## config.mk

```make
export PLATFORM = sky130hd
export DESIGN_NAME = uart_frame_rx
export DESIGN_NICKNAME = d
export VERILOG_FILES = /design/src/rtl/uart_frame_rx.sv
export SDC_FILE = /design/constraint.sdc
export NUM_CORES = 1
export LEC_CHECK = 0
export BUFFER_PORTS_ARGS = -buffer_cell sky130_fd_sc_hd__buf_2
export CORE_UTILIZATION = 30
export DETAILED_ROUTE_END_ITERATION = 10
export GPL_TIMING_DRIVEN = 0
export HOLD_SLACK_MARGIN = 0.06
export SLEW_MARGIN = 20
export SYNTH_ARGS = -nofsm -noshare
export SYNTH_HDL_FRONTEND = slang
export SYNTH_SLANG_ARGS = --single-unit
```

## constraint.sdc

```tcl
create_clock -name clk -period 3.1 [get_ports clk]
set_clock_uncertainty 0.15 [all_clocks]
set_input_delay 0.155 -clock clk [delete_from_list [all_inputs] [get_ports clk]]
set_output_delay 0.155 -clock clk [all_outputs]
set_load 0.02 [all_outputs]
```

## src/rtl/uart_frame_rx.sv

```systemverilog
// Sync-hunting, length-prefixed frame receiver with additive checksum; replays verified payload.
// Optional: define UART_FRAME_STATS_EN to enable saturating good/dropped frame counters.
module uart_frame_rx #(
  parameter logic [7:0] SYNC_BYTE      = 8'hA5,
  parameter int         MAX_LEN        = 32,
  parameter int         TIMEOUT_CYCLES = 100000
) (
  input  logic        clk,
  input  logic        rst_n,
  input  logic [7:0]  in_data,
  input  logic        in_valid,
  output logic        in_ready,
  output logic [7:0]  out_data,
  output logic        out_valid,
  output logic        out_last,
  input  logic        out_ready,
  output logic        frame_ok,
  output logic        frame_err,
  output logic [1:0]  err_code,
  output logic [15:0] ok_cnt,
  output logic [15:0] err_cnt
);
  localparam int             AW       = (MAX_LEN > 1) ? $clog2(MAX_LEN) : 1;
  localparam int             TW       = $clog2(TIMEOUT_CYCLES);
  localparam logic [TW-1:0]  TMO_LAST = TW'(TIMEOUT_CYCLES - 1);
  localparam logic [7:0]     MAX_L    = 8'(MAX_LEN);

  typedef enum logic [2:0] {S_HUNT, S_LEN, S_PAYLOAD, S_CHK, S_DRAIN} state_t;

  state_t        state, state_n;
  logic [7:0]    len, sum, idx, rd_idx;
  logic [7:0]    mem [MAX_LEN];
  logic [TW-1:0] tmo;
  logic          acc, xfer, in_frame, tmo_hit, ok_set, err_set;
  logic [1:0]    code_n;
  logic [7:0]    sum_nx, len_last;

  assign in_ready  = (state != S_DRAIN);
  assign acc       = in_valid && in_ready;
  assign out_valid = (state == S_DRAIN);
  assign xfer      = out_valid && out_ready;
  assign len_last  = len - 8'd1;
  assign sum_nx    = sum + in_data;
  assign in_frame  = (state == S_LEN) || (state == S_PAYLOAD) || (state == S_CHK);
  // An accepted byte always wins over a timeout landing in the same cycle.
  assign tmo_hit   = in_frame && !acc && (tmo == TMO_LAST);
  assign out_data  = out_valid ? mem[rd_idx[AW-1:0]] : 8'h00;
  assign out_last  = out_valid && (rd_idx == len_last);

  always_comb begin
    state_n = state;
    ok_set  = 1'b0;
    err_set = 1'b0;
    code_n  = 2'd0;
    case (state)
      S_HUNT: if (acc && in_data == SYNC_BYTE) state_n = S_LEN;
      S_LEN: begin
        if (acc) begin
          if (in_data == 8'd0 || in_data > MAX_L) begin
            err_set = 1'b1; code_n = 2'd1; state_n = S_HUNT;
          end else state_n = S_PAYLOAD;
        end
      end
      S_PAYLOAD: if (acc && idx == len_last) state_n = S_CHK;
      S_CHK: begin
        if (acc) begin
          if (sum_nx == 8'h00) begin ok_set = 1'b1; state_n = S_DRAIN; end
          else begin err_set = 1'b1; code_n = 2'd2; state_n = S_HUNT; end
        end
      end
      S_DRAIN: if (xfer && rd_idx == len_last) state_n = S_HUNT;
      default: state_n = S_HUNT;
    endcase
    if (tmo_hit) begin
      err_set = 1'b1; code_n = 2'd3; state_n = S_HUNT;
    end
  end

  always_ff @(posedge clk) begin
    if (!rst_n) begin
      state     <= S_HUNT;
      len       <= 8'd0;
      sum       <= 8'd0;
      idx       <= 8'd0;
      rd_idx    <= 8'd0;
      tmo       <= '0;
      frame_ok  <= 1'b0;
      frame_err <= 1'b0;
      err_code  <= 2'd0;
    end else begin
      state     <= state_n;
      frame_ok  <= ok_set;
      frame_err <= err_set;
      if (err_set) err_code <= code_n;
      if (acc || !in_frame) tmo <= '0;
      else                  tmo <= tmo + TW'(1);
      if (acc && state == S_LEN) begin
        len <= in_data;
        sum <= in_data;
        idx <= 8'd0;
      end
      if (acc && state == S_PAYLOAD) begin
        sum <= sum_nx;
        idx <= idx + 8'd1;
      end
      if (ok_set) rd_idx <= 8'd0;
      else if (xfer) rd_idx <= rd_idx + 8'd1;
    end
  end

  // Payload storage carries no reset; contents are only read after a full frame is written.
  always_ff @(posedge clk) begin
    if (acc && state == S_PAYLOAD) mem[idx[AW-1:0]] <= in_data;
  end

`ifdef UART_FRAME_STATS_EN
  logic [15:0] ok_q, err_q;
  always_ff @(posedge clk) begin
    if (!rst_n) begin
      ok_q  <= 16'h0000;
      err_q <= 16'h0000;
    end else begin
      if (frame_ok  && ok_q  != 16'hFFFF) ok_q  <= ok_q  + 16'd1;
      if (frame_err && err_q != 16'hFFFF) err_q <= err_q + 16'd1;
    end
  end
  assign ok_cnt  = ok_q;
  assign err_cnt = err_q;
`else
  assign ok_cnt  = 16'h0000;
  assign err_cnt = 16'h0000;
`endif
endmodule

```

==> reports/qor.txt <==
status: complete, but fails checks
failing checks: negative setup slack
register-to-register setup slack: -0.02 ns
Rel. slew slack: 42.39%
max-slew violations: 0
core area: 0.04432 mm²
die height: 214.3 µm
met3 Track Usage GR: 2.496%
Setup WS pre-CTS: -1.038 ns
Gate Count Post-Synth: 860
Cell Chain, Critical Path: buf_12 > buf_12 > buf_12 > mux4_2 > mux4_2 > mux2i_2 > nor2_1 > buf_4
Crit Reg-Reg Startpoint: sum[0]$_SDFFE_PN0P_
Num Clock Sinks: 317
initial antenna violation count: 0
Pwr Density: 531.8 mW/mm²
hpwl dp: 19.48 mm
max cap viols: 0
global route hottest layer: met2
number of synthesized flops with an enable pin: 256
Syn. warnings: 0
clock slew at reported path FFs: 0.06 ns
met2 usage: 21.22%
post-synthesis sequential area ratio: 65.90%
layout cells sized above 1: 28.44%
Most used DFF post-synth: edfxtp_1
crit path launch type: flop
first-pass GRT wire length: 46.18 mm
worst path arrival time: 2.86 ns
H-Tree Depth: 1
share of flip-flops with an asynchronous set or reset: 0%
CTS tree: done
Worst VDD drop: 0.0003615 V
final weighted congestion in routability-driven placement: 0.7882
Mapped Area: 0.01352 mm²
# rows: 77
Filler Cells Inserted: 4,131
1st-iter DRT viols: 713
multi-input logic area: 0.004509 mm²
worst path required time: 2.79 ns
GR Layer Usage met1: 18.19%
vias in the first global route: 7,599
GR Util All Layers: 13.06%
critical path class: reg -> out
fin cells: 1,594
hold_ws: 0.08177 ns
CP Max Fanout: 6
gr ovfl total: 0
worst hold path type: in -> reg
R2R Path End: state[2]$_SDFFE_PP0P_
most common cell after layout, fill and taps aside: edfxtp_1
Peak Freq: 315.6 MHz
Setup crit end: out_data[0]
fin crit share: 102.2%
vias per inst: 4.780
Worst Slack Setup Final: -0.06850 ns
final hold vios: 0
R2R depth: 8
Die Wd: 214.3 µm
CP endpoint kind: output port
Placed Cells: 1,507
drt total wl: 30.58 mm
Initial Util: 30.50%
register area: 0.008912 mm²
via count: 7,619
most used cell, CP: buf_12
mean post-synth cell area: 15.72 µm²
CP max stage cell: mux4_2
Final ANT Viol Nets: 0
FF+latch count, synth: 317
DRT Pass-1 Iters: 4
Top Ports: 59
Post-route DRC: 0
pin count of the biggest net entering global routing: 38
unique cell type count in the Yosys netlist: 65
actual slew at the worst max-slew pin: 0.8642 ns
wire length per cell: 19.19 µm
CTS max path bufs: 3
min cycle time layout: 3.169 ns
Buffers on Ports: 24
Setup violations, final: 9
Clock Latency Late Sink: 0.58 ns
Leak: 5.233 nW
area grow syn2layout: 20.83%
clock root cell: clkbuf_16
most frequent cells in the layout: edfxtp_1 (256), mux4_2 (80), nor2_1 (65)
Final nets: 1,004
number of diodes: 0
unrepaired setup endpoints after global routing: yes
slowest cell delay on critical path: 0.53 ns
total CTS buffers: 31
area of the die: 0.04591 mm²
==> final cells by class <==
| class | instances | share of cell area [%] |
|---|---|---|
| Clock inverter | 21 | 1.134 |
| Clock buffer | 37 | 5.010 |
| Inverter | 10 | 0.2298 |
| Buffer | 75 | 3.386 |
| Tap cell | 592 | 4.535 |
| Sequential cell | 317 | 54.56 |
| Multi-Input combinational cell | 487 | 27.61 |
| Timing Repair Buffer | 55 | 3.539 |
==> routing by layer <==
layer / vias up / wire, µm
li1: 3504 / -
met3: 39 / 1590
met4: 0 / 554
met2: 187 / 14680
met1: 3889 / 13760
met5: - / 0
==> cell families (layout without fill, tap and decap cells) <==
family / after synthesis / after routing / synth area share (%)
AND/OR/NAND/NOR: 233 / 233 / 8.395
buffers and inverters: 87 / 198 / 3.443
AO/OA/AOI/OAI: 70 / 70 / 3.656
XOR/XNOR: 45 / 45 / 2.916
multiplexers: 91 / 91 / 14.14
adder cells (fa/ha/maj): 16 / 16 / 1.518
other: 1 / 32 / 0.02774
flip-flops: 317 / 317 / 65.90
==> state kept, by name (all words and copies together), names as in the netlist, named ones only <==
register / flops
mem: 256
tmo: 17
idx: 8
len: 8
rd_idx: 8
sum: 8
state: 3
err_code: 2
frame_err: 1
frame_ok: 1
==> report_power, final <==
part | internal, mW | leakage, nW | total, mW | switching (mW)
Sequential | 4.61 | 2.79 | 4.62 | 0.00797
Combinational | 0.123 | 1.94 | 0.353 | 0.230
Clock | 2.13 | 0.501 | 3.72 | 1.59
Total | 6.86 | 5.23 | 8.69 | 1.83
==> how the worst min path moves through the flow <==
| stage | start | end | slack [ns] | cells past startpoint |
|---|---|---|---|---|
| floorplan | in_data[0] | mem[0][0]$_DFFE_PP_ | 0.10 | 0 |
| global placement | tmo[0]$_SDFF_PP0_ | tmo[0]$_SDFF_PP0_ | 0.28 | 1 |
| detailed placement | tmo[0]$_SDFF_PP0_ | tmo[0]$_SDFF_PP0_ | 0.29 | 1 |
| CTS | in_data[0] | mem[4][0]$_DFFE_PP_ | 0.07 | 1 |
| global route | in_data[0] | mem[7][0]$_DFFE_PP_ | 0.09 | 1 |
| finish | in_data[2] | mem[3][2]$_DFFE_PP_ | 0.08 | 1 |
==> through the flow <==
| step | utilization, % | power (mW) | setup TNS, ns | cell area, µm² |
|---|---|---|---|---|
| floorplan | - | 4.898 | 0 | 13630 |
| global placement | 32.71 | 5.007 | -27.67 | 14500 |
| detailed placement | 32.71 | 5.014 | -30.01 | 14500 |
| CTS | 36.41 | 8.742 | -11.55 | 16140 |
| global route | 36.86 | 8.933 | -1.135 | 16330 |
| finish | 36.86 | 8.686 | -0.3373 | 16330 |
==> cells in the mapped netlist, types with 2 or more instances <==
library cell	count	share of area [%]
edfxtp_1	256	57
nor2_1	90	2.5
mux4_2	80	13
dfxtp_1	61	9.0
nand2_1	55	1.5
buf_4	32	1.8
clkbuf_1	30	0.83
xnor2_1	24	1.6
xor2_1	21	1.4
a21oi_1	18	0.67
nand3_1	17	0.63
ha_1	14	1.3
a31oi_1	11	0.51
mux2i_1	11	0.81
inv_1	10	0.28
nor3_1	10	0.37
and3_1	9	0.42
buf_2	9	0.33
nand4_1	7	0.32
nor4_1	7	0.32
o21ai_0	7	0.26
or3_1	6	0.28
buf_1	5	0.14
nand2b_1	4	0.19
or3b_2	4	0.26
a211oi_1	3	0.17
a21o_1	3	0.17
and2_1	3	0.14
and4_1	3	0.19
nand3b_1	3	0.17
o211ai_1	3	0.17
o21a_1	3	0.17
o31a_1	3	0.19
or4b_4	3	0.31
a221oi_1	2	0.13
nor3b_1	2	0.11
nor4b_1	2	0.13
o31ai_1	2	0.11
==> critical path, delay by kind of cell (launching register included) <==
| kind | cells | cell delay (ns) |
|---|---|---|
| multiplexers | 3 | 1.29 |
| AND/OR/NAND/NOR | 1 | 0.08 |
| flip-flops | 1 | 0.34 |
| buffers and inverters | 4 | 0.56 |
==> repair_timing <==
item / CTS / global route
gates resized for setup: 79 / 53
cloned: 5 / 2
setup buffers: 10 / 5
hold buffers: 12 / 0
pin swaps: 4 / 16
endpoints found under the setup margin: 154 / 184
endpoints found under the hold margin: 158 / 0
Note: power is estimated with default switching activity, not from simulation.
